$ cat src/rtl/alu_mc.sv
// Multi-cycle ALU for the EX stage: single-cycle logic/arith ops plus
// an iterative shift-add multiply, with valid/ready on both sides.
module alu_mc #(
  parameter int WIDTH  = 64,
  parameter bit MUL_EN = 1'b1
) (
  input  logic             clk,
  input  logic             reset,
  input  logic             in_valid,
  output logic             in_ready,
  input  logic [WIDTH-1:0] A,
  input  logic [WIDTH-1:0] B,
  input  logic [2:0]       cntrl,
  output logic             out_valid,
  input  logic             out_ready,
  output logic [WIDTH-1:0] result,
  output logic             negative,
  output logic             zero,
  output logic             overflow,
  output logic             carry_out
);

  localparam int SH_W = $clog2(WIDTH);
  localparam int MSB  = WIDTH - 1;

  localparam logic [2:0] OP_PASS = 3'b000;
  localparam logic [2:0] OP_MUL  = 3'b001;
  localparam logic [2:0] OP_ADD  = 3'b010;
  localparam logic [2:0] OP_SUB  = 3'b011;
  localparam logic [2:0] OP_AND  = 3'b100;
  localparam logic [2:0] OP_OR   = 3'b101;
  localparam logic [2:0] OP_XOR  = 3'b110;
  localparam logic [2:0] OP_SLL  = 3'b111;

  typedef enum logic {
    S_IDLE,
    S_MUL
  } state_t;

  state_t state;
  state_t state_nx;

  logic accept;
  logic is_mul;
  logic mul_done;

  logic [2*WIDTH-1:0] mcand;
  logic [2*WIDTH-1:0] acc;
  logic [2*WIDTH-1:0] acc_nx;
  logic [WIDTH-1:0]   mplier;
  logic [SH_W-1:0]    count;

  logic             sub;
  logic [WIDTH-1:0] opb;
  logic [WIDTH:0]   sum;
  logic [WIDTH-1:0] alu_r;
  logic             alu_v;
  logic             alu_c;

  // handshake decode and FSM next state
  always_comb begin
    in_ready = (state == S_IDLE) && (!out_valid || out_ready);
    accept   = in_valid && in_ready;
    is_mul   = MUL_EN && (cntrl == OP_MUL);
    mul_done = (state == S_MUL) && (count == SH_W'(WIDTH - 1));
    state_nx = state;
    unique case (state)
      S_IDLE:  if (accept && is_mul) state_nx = S_MUL;
      S_MUL:   if (mul_done) state_nx = S_IDLE;
      default: state_nx = S_IDLE;
    endcase
  end

  // FSM state register
  always_ff @(posedge clk or posedge reset) begin
    if (reset) state <= S_IDLE;
    else       state <= state_nx;
  end

  // single-cycle datapath; SUB is A + ~B + 1 through the shared adder
  always_comb begin
    sub   = (cntrl == OP_SUB);
    opb   = sub ? ~B : B;
    sum   = {1'b0, A} + {1'b0, opb} + {{WIDTH{1'b0}}, sub};
    alu_r = B;
    alu_v = 1'b0;
    alu_c = 1'b0;
    unique case (cntrl)
      OP_ADD, OP_SUB: begin
        alu_r = sum[WIDTH-1:0];
        alu_c = sum[WIDTH];
        alu_v = (A[MSB] == opb[MSB]) && (sum[MSB] != A[MSB]);
      end
      OP_AND:  alu_r = A & B;
      OP_OR:   alu_r = A | B;
      OP_XOR:  alu_r = A ^ B;
      OP_SLL:  alu_r = A << B[SH_W-1:0];
      OP_PASS: alu_r = B;
      default: alu_r = B;
    endcase
  end

  // next partial product: add the shifted multiplicand if this bit is set
  always_comb begin
    acc_nx = acc + (mplier[0] ? mcand : '0);
  end

  // multiplier iteration registers
  always_ff @(posedge clk or posedge reset) begin
    if (reset) begin
      mcand  <= '0;
      mplier <= '0;
      acc    <= '0;
      count  <= '0;
    end else if (accept && is_mul) begin
      mcand  <= {{WIDTH{1'b0}}, A};
      mplier <= B;
      acc    <= '0;
      count  <= '0;
    end else if (state == S_MUL) begin
      acc    <= acc_nx;
      mcand  <= mcand << 1;
      mplier <= mplier >> 1;
      count  <= count + 1'b1;
    end
  end

  // registered result, flags and output valid
  always_ff @(posedge clk or posedge reset) begin
    if (reset) begin
      out_valid <= 1'b0;
      result    <= '0;
      negative  <= 1'b0;
      zero      <= 1'b0;
      overflow  <= 1'b0;
      carry_out <= 1'b0;
    end else if (mul_done) begin
      out_valid <= 1'b1;
      result    <= acc_nx[WIDTH-1:0];
      negative  <= acc_nx[MSB];
      zero      <= (acc_nx[WIDTH-1:0] == '0);
      overflow  <= |acc_nx[2*WIDTH-1:WIDTH];
      carry_out <= 1'b0;
    end else if (accept && !is_mul) begin
      out_valid <= 1'b1;
      result    <= alu_r;
      negative  <= alu_r[MSB];
      zero      <= (alu_r == '0);
      overflow  <= alu_v;
      carry_out <= alu_c;
    end else if (out_ready) begin
      out_valid <= 1'b0;
    end
  end

endmodule

$ cat config.mk
export PLATFORM = sky130hd
export DESIGN_NAME = alu_mc
export DESIGN_NICKNAME = d
export VERILOG_FILES = /design/src/rtl/alu_mc.sv
export SDC_FILE = /design/constraint.sdc
export NUM_CORES = 2
export LEC_CHECK = 0
export ABC_AREA = 1
export CORE_ASPECT_RATIO = 1.4
export CORE_UTILIZATION = 60
export DETAILED_ROUTE_END_ITERATION = 7
export PLACE_DENSITY = 0.9
export RECOVER_POWER = 25
export SLEW_MARGIN = 15
export SYNTH_ARGS = -nofsm -noshare
export SYNTH_HDL_FRONTEND = slang
export SYNTH_SLANG_ARGS = --single-unit
$ cat constraint.sdc
create_clock -name clk -period 36 [get_ports clk]
set_input_delay 9 -clock clk [delete_from_list [all_inputs] [get_ports clk]]
set_output_delay 9 -clock clk [all_outputs]
set_load 0.005 [all_outputs]
==> metrics.csv, run 1 <==
metric;value;unit
hpwl;169000;µm
htree_levels;2;
grt_pass1_vias;53700;
synthCells;7261;
synth_ff_type;dfrtp_1;
synth_top_cell_by_area;dfrtp_1;
ios;205;
root_buffer;clkbuf_16;
hold_buffers;0;
die_w;229;µm
cts_buffers;43;
gr-total-overflow;25;
yosysUniqueCellTypes;57;
gp_congestion;1.33;
num_rows;116;
grt_max_degree;155;
port_buffers;204;
syn_avg_cell_area;5.97;µm²
grt_pass1_wl;348000;µm
synthTopCellsByArea;dfrtp_1 (23%), nand2_1 (18%), inv_1 (9.8%);
die_h;320;µm
synth_top_area_share;22.8;%
post_cts_buffers;0;
cts_max_path_buffers;3;
ys_seq_elements;395;
first-error;[ERROR GRT-0116] Global routing finished with congestion. Check the congestion regions in the DRC Viewer.;
yosysMostFrequentCell;nand2_1;
synth_common_cells;nand2_1 (2083), inv_1 (1135), nor2_1 (739), nand3_1 (636), o21ai_0 (477);
grt_use_total;63.6;%
place_inst;8205;
yosys_warnings;0;
synth-edff-count;0;
cts_sinks;395;
ys_seq_area_share;22.8;%
synth_async_sr_flop_share;100;%
status;aborted with a tool error;
syn_nets;7733;
start_util;60.6;%
post_cts_resized;0;
syn_area;43400;µm²
lastStage;global routing (5_1_grt);
stage by stage:
step	worst slack, ns	area, µm²	util (%)
after floorplan	16.02	43400	-
after global placement	16.22	45900	64.1
after detailed placement	16.23	45900	64.1
after CTS	16.22	47400	66.3
per-layer routing:
metal  GRT usage, %  overflow
met1           64.0         0
met2           90.3        13
met3           31.6         0
met4           70.3        11
met5           2.06         1
logic make-up after synthesis:
family / after synthesis / share of synthesized area [%]
flops: 395 / 22.8
compound gates: 1328 / 17.6
fa+ha+maj: 337 / 9.76
mux: 1 / 0.0231
buf+inv: 1398 / 12.4
xor+xnor: 94 / 1.92
simple gates: 3708 / 35.5
==> run 2, diff against run 1 <==
--- a/config.mk
+++ b/config.mk
@@ -6,10 +6,9 @@
 export NUM_CORES = 2
 export LEC_CHECK = 0
 export ABC_AREA = 1
-export CORE_ASPECT_RATIO = 1.4
-export CORE_UTILIZATION = 60
+export CORE_UTILIZATION = 40
 export DETAILED_ROUTE_END_ITERATION = 7
-export PLACE_DENSITY = 0.9
+export PLACE_DENSITY_LB_ADDON = 0.15
 export RECOVER_POWER = 25
 export SLEW_MARGIN = 15
 export SYNTH_ARGS = -nofsm -noshare
==> run 2 against run 1 <==
- the flow now finishes, with violations (design-rule violations, max-capacitance violations, max-slew violations)
- synthesized area unchanged
- synthesized cell count unchanged
==> metrics.csv, run 2 <==
metric;value;unit;change
multi_input_area;28100;µm²;
crit_path_end_kind;async pin;;
final_antenna_net_count;0;;
cts_max_path_buffers;3;;unchanged
cp.arrival;17.30;ns;
mostFrequentLayoutCells;nand2_1 (2083), inv_1 (1132), nor2_1 (736), nand3_1 (636), o21ai_0 (477);;
areaGrowthSynthToFinish;11.2;%;
synth_ff_type;dfrtp_1;;unchanged
n_fill_cell;11900;;
crit_type;input port to async pin;;
dieArea;110000;µm²;
start_util;40.4;%;was 60.6%
netSwitchingPower;0.00129;W;
place_area;46500;µm²;was 45900 µm²
cts_tree;done;;
hold_buffers;0;;unchanged
whs;0.490;ns;
crit_fanout;140;;
design_area;48200;µm²;
syn_area;43400;µm²;unchanged
synthAdderAreaFrac;9.76;%;unchanged
drtIter0Drc;4791;;
htree_levels;2;;unchanged
switching_share;49.0;%;
cp-start-kind;input port;;
syn_avg_cell_area;5.97;µm²;unchanged
r2r-start;mplier[0];;
synth_xor_area_share;1.92;%;unchanged
ys_seq_elements;395;;unchanged
post_cts_buffers;0;;unchanged
status;finished, violations left;;was aborted with a tool error
peakVddDrop;0.0516;mV;
post_cts_resized;0;;unchanged
cts_buffers;50;;was 43
synth_common_cells;nand2_1 (2083), inv_1 (1135), nor2_1 (739), nand3_1 (636), o21ai_0 (477);;unchanged
synthTopCellsByArea;dfrtp_1 (23%), nand2_1 (18%), inv_1 (9.8%);;unchanged
synthCells;7261;;unchanged
cts_sinks;395;;unchanged
grt_max_degree;164;;
drc_errors;2;;
fin_crit;19.88;ns;
die_w;331;µm;was 229 µm
hp-class;flop to flop;;
maxCapViolations;3;;
core_area;107000;µm²;
crit_start;reset;;
ys_seq_area_share;22.8;%;unchanged
worstSkewPairLatency;0.71;ns;
grt_pass1_wl;328000;µm;
p_per_area;54.7;nW/µm²;
final_common_cell;nand2_1;;
synth_compound_area_share;17.6;%;unchanged
clock_skew;0.0643;ns;
root_buffer;clkbuf_16;;unchanged
synth-edff-count;0;;unchanged
failed_checks;design-rule violations, max-capacitance violations, max-slew violations;;
die_h;331;µm;was 320 µm
holdCritStartpoint;mcand[127];;
hpwl;189000;µm;was 169000 µm
p_int;0.00135;W;
layout-drive-gt1-share;2.84;%;
final-setup-viol-count;0;;
p_clk_share;20.4;%;
path_clk_slew;0.06;ns;
drt_pre_antenna_iters;8;;
reg.largest.list;acc (128), mcand (128);;
p_leak;23.9;nW;
seqCellArea;9890;µm²;
fin_setup_tns;0;ns;
synth_async_sr_flop_share;100;%;unchanged
worst_pin_slew;8.54;ns;
synth_top_cell_by_area;dfrtp_1;;unchanged
port_buffers;204;;unchanged
grt_use_total;40.8;%;
yosysUniqueCellTypes;57;;unchanged
dr_total_vias;50500;;
synth_top_area_share;22.8;%;unchanged
syn_nets;7733;;unchanged
ios;205;;unchanged
yosys.area_share.simple;35.5;%;unchanged
wl_per_cell;26.3;µm;
hold_viol;0;;
fmax;50.3;MHz;
nNetsFinal;7790;;
grt_pass1_vias;48600;;
rsz0062_at_grt;no;;
cp.required;33.42;ns;
gr-total-overflow;0;;
drv_slew;279;;
seqPwrFrac;28.4;%;
via_per_inst;5.77;;
yosysMostFrequentCell;nand2_1;;unchanged
antenna_found_initial;4;;
synth_top_family_by_area;simple AND/OR/NAND/NOR gates;;unchanged
gp_congestion;1.09;;was 1.33
slew_headroom;-469;%;
p_comb_share;51.2;%;
min_period_over_period;55.2;%;
synth_mux_area_share;0.0231;%;unchanged
total_power;0.00264;W;
num_rows;120;;was 116
yosys_warnings;0;;unchanged
wl;230000;µm;
run 2: critical path, stage by stage:
cell and delay [ns]:
dlygate4sd3_1 0.54, clkinvlp_2 1.68, clkbuf_1 5.91
run 2: layout make-up:
cell class	count	area share [%]
Clock buffer	67	2.95
Multi-Input combinational cell	5468	58.3
Sequential cell	395	20.5
Inverter	1154	9.00
Antenna cell	3	0.0156
Timing Repair Buffer	249	4.89
Tap cell	1403	3.64
Clock inverter	24	0.672
run 2: layer usage:
layer,track usage (%),routed length (µm),up-vias
met5,0,13,-
met4,28.2,18300,2
met3,6.69,17000,512
met2,64.6,102000,2185
met1,50.6,93100,24100
li1,-,-,23700
run 2: cells by family after synthesis:
kind of cell,Yosys count
multiplexers,1
AND/OR/NAND/NOR,3708
XOR/XNOR,94
flip-flops,395
AO/OA/AOI/OAI,1328
buffers and inverters,1398
adder cells (fa/ha/maj),337
run 2: path summary, 6_finish.rpt:
| check | end | slack, ns | cells past startpoint |
|---|---|---|---|
| min in group asynchronous | mcand[72] | 9.60 | 2 |
| hold reg to reg | mcand[127] | 0.49 | 2 |
| setup reg to reg | overflow | 29.37 | 20 |
| hold / removal | mcand[127] | 0.49 | 2 |
| setup / recovery | mplier[0] | 16.12 | 3 |
| max in group clk | in_ready | 16.83 | 4 |
run 2: power by group through the flow:
stage / clock (W) / sequential (W) / combinational [W]
finish: 0.000539 / 0.000750 / 0.00135
global route: 0.000562 / 0.000765 / 0.00146
CTS: 0.000546 / 0.000745 / 0.00132
detailed placement: 0 / 0.000749 / 0.00131
global placement: 0 / 0.000746 / 0.00130
floorplan: 0 / 0.000695 / 0.000809
run 2: stage by stage:
step | cells | utilization [%] | setup WS [ns]
final | 8763 | 45.0 | 16.12
after global routing | 8760 | 45.0 | 14.28
after CTS | 8760 | 45.0 | 16.84
after detailed placement | 8669 | 43.4 | 16.84
after global placement | 8669 | 43.4 | 16.80
after floorplan | 7261 | - | 16.02
No activity file was read; power rests on OpenSTA's default activity.
